[src/rtl/vm_pkg.sv]
// vm_pkg: shared definitions for the change payout controller.
//   - denomination codes DEN_1..DEN_50 (code order = ascending value)
//   - value_of(): code -> face value in units
//   - state_t and the FSM state constants
//   - NUM_DEN: number of denominations handled
package vm_pkg;

    localparam int NUM_DEN = 5;

    localparam logic [2:0] DEN_1  = 3'd0;
    localparam logic [2:0] DEN_5  = 3'd1;
    localparam logic [2:0] DEN_10 = 3'd2;
    localparam logic [2:0] DEN_20 = 3'd3;
    localparam logic [2:0] DEN_50 = 3'd4;

    typedef logic [1:0] state_t;

    localparam state_t ST_IDLE   = 2'd0;
    localparam state_t ST_SELECT = 2'd1;
    localparam state_t ST_REQ    = 2'd2;
    localparam state_t ST_DONE   = 2'd3;

    function automatic logic [5:0] value_of(input logic [2:0] d);
        logic [5:0] v;
        case (d)
            DEN_1:   v = 6'd1;
            DEN_5:   v = 6'd5;
            DEN_10:  v = 6'd10;
            DEN_20:  v = 6'd20;
            DEN_50:  v = 6'd50;
            default: v = 6'd0;
        endcase
        return v;
    endfunction

endpackage

[src/rtl/change_dispense_ctrl_if.sv]
// change_dispense_if: bundle of all non-clock signals of change_dispense_ctrl.
//   master: transaction FSM / dispenser / refill side (drives *_i, reads *_o)
//   slave : the payout controller itself
interface change_dispense_if #(
    parameter int AMT_W = 8,
    parameter int CNT_W = 6
);
    logic             start_i;
    logic [AMT_W-1:0] change_amt_i;
    logic             disp_ack_i;
    logic             refill_i;
    logic [2:0]       refill_denom_i;
    logic [CNT_W-1:0] refill_cnt_i;
    logic             busy_o;
    logic             done_o;
    logic             short_o;
    logic             fault_o;
    logic [AMT_W-1:0] remaining_o;
    logic             disp_req_o;
    logic [2:0]       disp_denom_o;
    logic [4:0]       inv_empty_o;

    modport master (
        output start_i, change_amt_i, disp_ack_i, refill_i, refill_denom_i, refill_cnt_i,
        input  busy_o, done_o, short_o, fault_o, remaining_o, disp_req_o, disp_denom_o,
               inv_empty_o
    );

    modport slave (
        input  start_i, change_amt_i, disp_ack_i, refill_i, refill_denom_i, refill_cnt_i,
        output busy_o, done_o, short_o, fault_o, remaining_o, disp_req_o, disp_denom_o,
               inv_empty_o
    );
endinterface

[src/rtl/change_dispense_ctrl_coin_inventory.sv]
// coin_inventory: one saturating item counter per denomination.
//   clk, rst        : clock, async active-high reset (counters load INIT_CNT)
//   refill_en/denom/cnt : add cnt to counter[denom], clamped at all-ones;
//                     codes >= NUM_DEN match no counter and are dropped
//   dec_en/dec_denom: remove one item; an empty counter stays at zero
//   counts          : all counter values
//   nonempty        : bit d set when counter d is non-zero
module coin_inventory
    import vm_pkg::*;
#(
    parameter int CNT_W    = 6,
    parameter int INIT_CNT = 4
) (
    input  logic                            clk,
    input  logic                            rst,
    input  logic                            refill_en,
    input  logic [2:0]                      refill_denom,
    input  logic [CNT_W-1:0]                refill_cnt,
    input  logic                            dec_en,
    input  logic [2:0]                      dec_denom,
    output logic [NUM_DEN-1:0][CNT_W-1:0]   counts,
    output logic [NUM_DEN-1:0]              nonempty
);
    logic [NUM_DEN-1:0][CNT_W:0] sums;

    always_comb begin
        sums = '0;
        nonempty = '0;
        for (int d = 0; d < NUM_DEN; d++) begin
            sums[d]     = {1'b0, counts[d]} + {1'b0, refill_cnt};
            nonempty[d] = (counts[d] != '0);
        end
    end

    always_ff @(posedge clk or posedge rst) begin
        if (rst) begin
            for (int d = 0; d < NUM_DEN; d++) counts[d] <= CNT_W'(INIT_CNT);
        end else begin
            for (int d = 0; d < NUM_DEN; d++) begin
                if (refill_en && refill_denom == 3'(d)) begin
                    // carry out of the add means the counter would wrap: clamp
                    counts[d] <= sums[d][CNT_W] ? '1 : sums[d][CNT_W-1:0];
                end else if (dec_en && dec_denom == 3'(d) && nonempty[d]) begin
                    counts[d] <= counts[d] - 1'b1;
                end
            end
        end
    end
endmodule

[src/rtl/change_dispense_ctrl.sv]
// change_dispense_ctrl: pays out change greedily (50/20/10/5/1) through a
// single req/ack dispenser and tracks coin inventory.
//   sys_clk : system clock
//   sys_rst : async active-high reset; aborts any payout
//   bus     : change_dispense_if.slave (start/amount in, busy/done/short/
//             fault/remaining out, dispenser req/denom/ack, refill, inv_empty)
// Optional: define DISP_TIMEOUT_EN to add an ACK_TIMEOUT-cycle watchdog on
// the dispenser ack; without it fault_o is constant 0 and REQ waits forever.
//
//   state  | meaning
//   IDLE   | waiting for start_i; refills accepted here only
//   SELECT | choose largest affordable in-stock denomination, or finish
//   REQ    | disp_req_o high, waiting for disp_ack_i (or watchdog)
//   DONE   | done_o pulse with short_o, then back to IDLE
module change_dispense_ctrl
    import vm_pkg::*;
#(
    parameter int AMT_W    = 8,
    parameter int CNT_W    = 6,
    parameter int INIT_CNT = 4
`ifdef DISP_TIMEOUT_EN
    ,
    parameter int ACK_TIMEOUT = 1000
`endif
) (
    input  logic              sys_clk,
    input  logic              sys_rst,
    change_dispense_if.slave  bus
);
    state_t                         state;
    logic [AMT_W-1:0]               remaining;
    logic                           busy;
    logic                           done;
    logic                           short_flag;
    logic                           req;
    logic [2:0]                     denom;
    logic                           ack_taken;
    logic                           refill_ok;
    logic                           timeout;
    logic                           sel_found;
    logic [2:0]                     sel_d;
    logic [NUM_DEN-1:0][CNT_W-1:0]  inv_counts;
    logic [NUM_DEN-1:0]             inv_nonempty;

    assign ack_taken = (state == ST_REQ) && bus.disp_ack_i;
    assign refill_ok = (state == ST_IDLE) && bus.refill_i;

    coin_inventory #(
        .CNT_W    (CNT_W),
        .INIT_CNT (INIT_CNT)
    ) u_inv (
        .clk          (sys_clk),
        .rst          (sys_rst),
        .refill_en    (refill_ok),
        .refill_denom (bus.refill_denom_i),
        .refill_cnt   (bus.refill_cnt_i),
        .dec_en       (ack_taken),
        .dec_denom    (denom),
        .counts       (inv_counts),
        .nonempty     (inv_nonempty)
    );

    // Ascending scan: the last hit is the largest usable denomination.
    always_comb begin
        sel_found = 1'b0;
        sel_d     = DEN_1;
        for (int d = 0; d < NUM_DEN; d++) begin
            if (inv_counts[d] != '0 && AMT_W'(value_of(3'(d))) <= remaining) begin
                sel_found = 1'b1;
                sel_d     = 3'(d);
            end
        end
    end

`ifdef DISP_TIMEOUT_EN
    localparam int TW = $clog2(ACK_TIMEOUT + 1);
    logic [TW-1:0] wd_cnt;
    logic          fault;

    // Loaded while in SELECT so it is fresh on every REQ entry.
    always_ff @(posedge sys_clk or posedge sys_rst) begin
        if (sys_rst)                           wd_cnt <= '0;
        else if (state == ST_SELECT)           wd_cnt <= TW'(ACK_TIMEOUT - 1);
        else if (state == ST_REQ && wd_cnt != '0) wd_cnt <= wd_cnt - 1'b1;
    end

    assign timeout = (state == ST_REQ) && !bus.disp_ack_i && (wd_cnt == '0);

    always_ff @(posedge sys_clk or posedge sys_rst) begin
        if (sys_rst)                                fault <= 1'b0;
        else if (state == ST_IDLE && bus.start_i)   fault <= 1'b0;
        else if (timeout)                           fault <= 1'b1;
    end

    assign bus.fault_o = fault;
`else
    assign timeout     = 1'b0;
    assign bus.fault_o = 1'b0;
`endif

    always_ff @(posedge sys_clk or posedge sys_rst) begin
        if (sys_rst) begin
            state      <= ST_IDLE;
            remaining  <= '0;
            busy       <= 1'b0;
            done       <= 1'b0;
            short_flag <= 1'b0;
            req        <= 1'b0;
            denom      <= DEN_1;
        end else begin
            done <= 1'b0;
            case (state)
                ST_IDLE: begin
                    if (bus.start_i) begin
                        remaining  <= bus.change_amt_i;
                        short_flag <= 1'b0;
                        busy       <= 1'b1;
                        state      <= ST_SELECT;
                    end
                end
                ST_SELECT: begin
                    if (remaining != '0 && sel_found) begin
                        denom <= sel_d;
                        req   <= 1'b1;
                        state <= ST_REQ;
                    end else begin
                        // done/short registered on entry so they appear in DONE
                        done       <= 1'b1;
                        short_flag <= (remaining != '0);
                        state      <= ST_DONE;
                    end
                end
                ST_REQ: begin
                    if (bus.disp_ack_i) begin
                        remaining <= remaining - AMT_W'(value_of(denom));
                        req       <= 1'b0;
                        state     <= ST_SELECT;
                    end else if (timeout) begin
                        req        <= 1'b0;
                        done       <= 1'b1;
                        short_flag <= (remaining != '0);
                        state      <= ST_DONE;
                    end
                end
                ST_DONE: begin
                    busy  <= 1'b0;
                    state <= ST_IDLE;
                end
                default: state <= ST_IDLE;
            endcase
        end
    end

    assign bus.busy_o       = busy;
    assign bus.done_o       = done;
    assign bus.short_o      = short_flag;
    assign bus.remaining_o  = remaining;
    assign bus.disp_req_o   = req;
    assign bus.disp_denom_o = denom;
    assign bus.inv_empty_o  = ~inv_nonempty;
endmodule

[src/flat_wrapper.sv]
// flat-port wrapper written by rule: the top's interface ports become plain ports
module change_dispense_ctrl_flat import vm_pkg::*;
#(
    parameter int AMT_W    = 8,
    parameter int CNT_W    = 6,
    parameter int INIT_CNT = 4

)
  (sys_clk, sys_rst, bus_start_i, bus_change_amt_i, bus_disp_ack_i, bus_refill_i, bus_refill_denom_i, bus_refill_cnt_i, bus_busy_o, bus_done_o, bus_short_o, bus_fault_o, bus_remaining_o, bus_disp_req_o, bus_disp_denom_o, bus_inv_empty_o);
  change_dispense_if #(.AMT_W(AMT_W), .CNT_W(CNT_W)) bus_i ();
  input  logic sys_clk;
  input  logic sys_rst;
  input wire logic [$bits(bus_i.start_i)-1:0] bus_start_i;
  input wire logic [$bits(bus_i.change_amt_i)-1:0] bus_change_amt_i;
  input wire logic [$bits(bus_i.disp_ack_i)-1:0] bus_disp_ack_i;
  input wire logic [$bits(bus_i.refill_i)-1:0] bus_refill_i;
  input wire logic [$bits(bus_i.refill_denom_i)-1:0] bus_refill_denom_i;
  input wire logic [$bits(bus_i.refill_cnt_i)-1:0] bus_refill_cnt_i;
  output wire logic [$bits(bus_i.busy_o)-1:0] bus_busy_o;
  output wire logic [$bits(bus_i.done_o)-1:0] bus_done_o;
  output wire logic [$bits(bus_i.short_o)-1:0] bus_short_o;
  output wire logic [$bits(bus_i.fault_o)-1:0] bus_fault_o;
  output wire logic [$bits(bus_i.remaining_o)-1:0] bus_remaining_o;
  output wire logic [$bits(bus_i.disp_req_o)-1:0] bus_disp_req_o;
  output wire logic [$bits(bus_i.disp_denom_o)-1:0] bus_disp_denom_o;
  output wire logic [$bits(bus_i.inv_empty_o)-1:0] bus_inv_empty_o;
  assign bus_i.start_i = bus_start_i;
  assign bus_i.change_amt_i = bus_change_amt_i;
  assign bus_i.disp_ack_i = bus_disp_ack_i;
  assign bus_i.refill_i = bus_refill_i;
  assign bus_i.refill_denom_i = bus_refill_denom_i;
  assign bus_i.refill_cnt_i = bus_refill_cnt_i;
  assign bus_busy_o = bus_i.busy_o;
  assign bus_done_o = bus_i.done_o;
  assign bus_short_o = bus_i.short_o;
  assign bus_fault_o = bus_i.fault_o;
  assign bus_remaining_o = bus_i.remaining_o;
  assign bus_disp_req_o = bus_i.disp_req_o;
  assign bus_disp_denom_o = bus_i.disp_denom_o;
  assign bus_inv_empty_o = bus_i.inv_empty_o;
  change_dispense_ctrl #(.AMT_W(AMT_W), .CNT_W(CNT_W), .INIT_CNT(INIT_CNT)) u_core (.sys_clk(sys_clk), .sys_rst(sys_rst), .bus(bus_i));
endmodule
[config.mk]
export PLATFORM = sky130hd
export DESIGN_NAME = change_dispense_ctrl_flat
export DESIGN_NICKNAME = d
export VERILOG_FILES = /design/src/rtl/vm_pkg.sv /design/src/rtl/change_dispense_ctrl_if.sv /design/src/rtl/change_dispense_ctrl_coin_inventory.sv /design/src/rtl/change_dispense_ctrl.sv /design/src/flat_wrapper.sv
export SDC_FILE = /design/constraint.sdc
export NUM_CORES = 1
export LEC_CHECK = 0
export CAP_MARGIN = 20
export CORE_ASPECT_RATIO = 1.75
export CORE_MARGIN = 5
export CORE_UTILIZATION = 25
export DETAILED_ROUTE_END_ITERATION = 8
export SETUP_SLACK_MARGIN = 0.5
export SYNTH_ARGS = -nofsm -noshare
export SYNTH_HDL_FRONTEND = slang
export SYNTH_SLANG_ARGS = --single-unit
[constraint.sdc]
create_clock -name sys_clk -period 3.58 [get_ports sys_clk]
set_input_delay 0.716 -clock sys_clk [delete_from_list [all_inputs] [get_ports sys_clk]]
set_output_delay 0.716 -clock sys_clk [all_outputs]
set_load 0.1 [all_outputs]
==> impl_metrics.env <==
export IMPL_status="completed"
export IMPL_rows=61
export IMPL_required_ns=3.76
export IMPL_first_pass_iters=4
export IMPL_grt_usage_pct=11.3
export IMPL_synthToLayoutAreaGrowth_pct=20.7
export IMPL_io_pins=43
export IMPL_synth_compound_area_share_pct=18.2
export IMPL_slowest_stage="dfrtp_1"
export IMPL_die_y_um=177
export IMPL_p_leak_nw=2.07
export IMPL_cts_tree="done"
export IMPL_path_delay_family="compound AO/OA/AOI/OAI gates"
export IMPL_fin_worst_skew_ns=0.00412
export IMPL_port_buffers=41
export IMPL_muxShareOfSynthArea_pct=1.32
export IMPL_grt_first_pass_wirelength_mm=17.1
export IMPL_synthArstFlopShare_pct=100
export IMPL_layout_nets=573
export IMPL_timing_critical_path_mode_cell="a21oi_1"
export IMPL_gp_congestion=0.842
export IMPL_cts_made_buffers=5
export IMPL_netlist_instances=460
export IMPL_drive_gt1_share_pct=7.37
export IMPL_end_kind="register"
export IMPL_cts_root_buffer="clkbuf_16"
export IMPL_vdd_ir_drop_worst_v=0.000428
export IMPL_cp_start_kind="register"
export IMPL_hold_buffers=0
export IMPL_synth_top_family_by_area="simple AND/OR/NAND/NOR gates"
export IMPL_pwr_density_cell_nw_per_um2=946
export IMPL_via_per_inst=5.02
export IMPL_synthSimpleGateAreaFrac_pct=19.0
export IMPL_synth_seq_cells=47
export IMPL_antenna_found_initial=0
export IMPL_drcViolationCount=0
export IMPL_max_cap_violations=0
export IMPL_min_path_type="register to register"
export IMPL_wire_per_inst_um=14.9
export IMPL_synth_cell_types=57
export IMPL_synth_xor_area_share_pct=9.46
export IMPL_fin_crit_ns=2.95
export IMPL_tightest_slew_ns=0.969
export IMPL_synth_nets=532
export IMPL_synth_fa_ha_area_share_pct=16.9
export IMPL_antenna_left=0
export IMPL_yosysWarnings=0
export IMPL_max_freq_ghz=0.339
export IMPL_clk_latency_ns=0.29
export IMPL_maxSlewHeadroom_pct=35.2
export IMPL_diodes=0
export IMPL_synth_edf_count=0
export IMPL_tns_ns=0
export IMPL_crit_arrival_ns=3.13
export IMPL_clk_path_buf_depth=2
export IMPL_rsz0062_at_grt="no"
export IMPL_maxSlewViolCount=0
export IMPL_num_vias=3469
export IMPL_synthesis_area_um2=3980
export IMPL_clock_sinks=47
export IMPL_die_area_um2=18600
export IMPL_core_um2=15800
export IMPL_setup_viol=0
export IMPL_initial_core_util_pct=25.2
export IMPL_cp_slowest_stage_delay_ns=0.47
export IMPL_wl_mm=10.3
export IMPL_hold_viol=0
export IMPL_die_w_um=105
export IMPL_path_max_fanout=8
export IMPL_fin_crit_sh_pct=82.3
export IMPL_htreeDepth=2
export IMPL_critPathBufInv=1
export IMPL_synthFlopType="dfrtp_1"
export IMPL_dpl_hpwl_mm=8.34
export IMPL_whs_ns=0.476
export IMPL_grt_max_degree=48
export IMPL_grt_pass1_vias=3508
export IMPL_yosysSeqAreaShare_pct=29.7
export IMPL_worstSetupPathType="register to register"
export IMPL_crit_chain="nor2_1 -> ha_1 -> inv_1 -> fa_1 -> a21o_1 -> a21oi_1 -> o21bai_1 -> a21oi_1 -> or4b_1 -> o311ai_0"
export IMPL_ff2ff_setup_slack_ns=0.63
export IMPL_postSynthAreaPerCell_um2=8.65
export IMPL_grt_ovfl_total=0
export IMPL_drt_iter0_markers=99
export IMPL_clk_pin_slew_ns=0.07
metal layers:
layer | share of wire [%] | track usage, % | vias up | wire length [um]
li1 | - | - | 1711 | -
met1 | 40 | 13.2 | 1670 | 4160
met2 | 53 | 20.7 | 75 | 5440
met3 | 4.9 | 2.26 | 13 | 500
met4 | 1.7 | 3.23 | 0 | 178
met5 | 0 | 0 | - | 0
per-stage QoR:
stage / utilization (%) / setup WS [ns] / total power, W / cell area (um^2) / instances
2_1_floorplan: - / 0.562 / 0.00328 / 4000 / 460
3_3_place_gp: 29.1 / 0.464 / 0.00384 / 4590 / 682
3_5_place_dp: 29.1 / 0.356 / 0.00393 / 4590 / 682
4_1_cts: 30.3 / 0.647 / 0.00457 / 4790 / 690
5_1_grt: 30.4 / 0.501 / 0.00493 / 4810 / 691
6_report: 30.4 / 0.633 / 0.00455 / 4810 / 691
state kept, by name, summed over array words and instances (netlist names):
register / cells
u_core.bus.disp_req_o: 1
u_core.bus.disp_denom_o: 3
u_core.bus.busy_o: 1
u_core.state: 2
u_core.u_inv.counts: 30
u_core.bus.done_o: 1
u_core.bus.remaining_o: 8
u_core.bus.short_o: 1
cell usage after synthesis, drive strengths merged, types with 3 or more instances:
library cell  number  share of area, %
nor2b              4              0.63
a21o              11               2.1
xor2              17               3.7
or2                3              0.47
nand2b             3              0.47
o221ai             4              0.88
inv               44               4.1
nor3              34               4.3
fa                 6               3.0
nor2              26               2.5
o21bai             6               1.1
ha                44                14
a211oi             4               1.1
nand3b             5              0.94
nand3              9               1.1
and3               4              0.63
or3                4              0.63
nor4               4              0.79
clkbuf             8              0.75
nand2             34               3.3
xnor2             26               5.7
a22oi              8               1.5
o21ai             18               2.3
a21oi             48               6.0
dfstp              5               3.3
buf                3              0.44
o311ai             5               1.3
dfrtp             42                26
mux2i              3              0.75
worst register-to-register path, cell delays in order (launching register included):
cell and delay (ns):
dfrtp_1 0.47, nor2_1 0.35, ha_1 0.25, inv_1 0.06, fa_1 0.40, a21o_1 0.18, a21oi_1 0.21, o21bai_1 0.11
a21oi_1 0.26, or4b_1 0.45, o311ai_0 0.10
area by class of cell:
cell class | instances | area (um^2)
well taps | 189 | 236
fillers | 1635 | 11000
flip-flops and latches | 47 | 1180
clock inverters | 3 | 67.6
inverters | 44 | 165
repair buffers | 45 | 428
clock buffers | 5 | 125
multi-input cells | 358 | 2600
timing repair:
action	in CTS	in global routing
endpoints found under the setup margin	0	2
setup buffers	0	0
hold endpoints to repair	0	0
gates resized for setup	0	1
cells in the final DEF, fill, tap and decap left out, drive strengths merged, types with 3 or more instances in the layout:
master,instances
dfstp,5
ha,44
dfrtp,42
buf,14
nand2,34
a22oi,8
o21bai,6
fa,6
mux2i,3
nor2,26
clkbuf,5
inv,44
or3,4
nand3b,5
xor2,17
a21o,11
nor4,4
or2,3
o21ai,18
nor2b,4
nand3,9
nand2b,3
xnor2,26
and3,4
o311ai,5
nor3,34
a21oi,48
o221ai,4
clkdlybuf4s50,31
a211oi,4
power breakdown:
group | internal [W] | total (W) | switching [W]
combinational | 0.00106 | 0.00275 | 0.00169
sequential | 0.000800 | 0.00118 | 0.000380
clock | 0.000400 | 0.000619 | 0.000219
total | 0.00226 | 0.00455 | 0.00229
worst paths after layout:
check                                            from                         to  depth (start not counted)
setup / recovery           u_core.bus.disp_denom_o[1]  u_core.bus.remaining_o[6]                         10
max in group asynchronous                     sys_rst     u_core.u_inv.counts[2]                          3
setup reg to reg           u_core.bus.disp_denom_o[1]  u_core.bus.remaining_o[6]                         10
hold / removal                     u_core.bus.short_o         u_core.bus.short_o                          2
hold reg to reg                    u_core.bus.short_o         u_core.bus.short_o                          2
min in group asynchronous                     sys_rst    u_core.u_inv.counts[23]                          2
kinds of logic after synthesis:
group                    count (synthesis)
other                                    1
XOR/XNOR                                43
flip-flops                              47
buffers and inverters                   55
multiplexers                             5
adder cells (fa/ha/maj)                 50
AO/OA/AOI/OAI                          114
AND/OR/NAND/NOR                        145
Power figures use the tool's default switching activity.
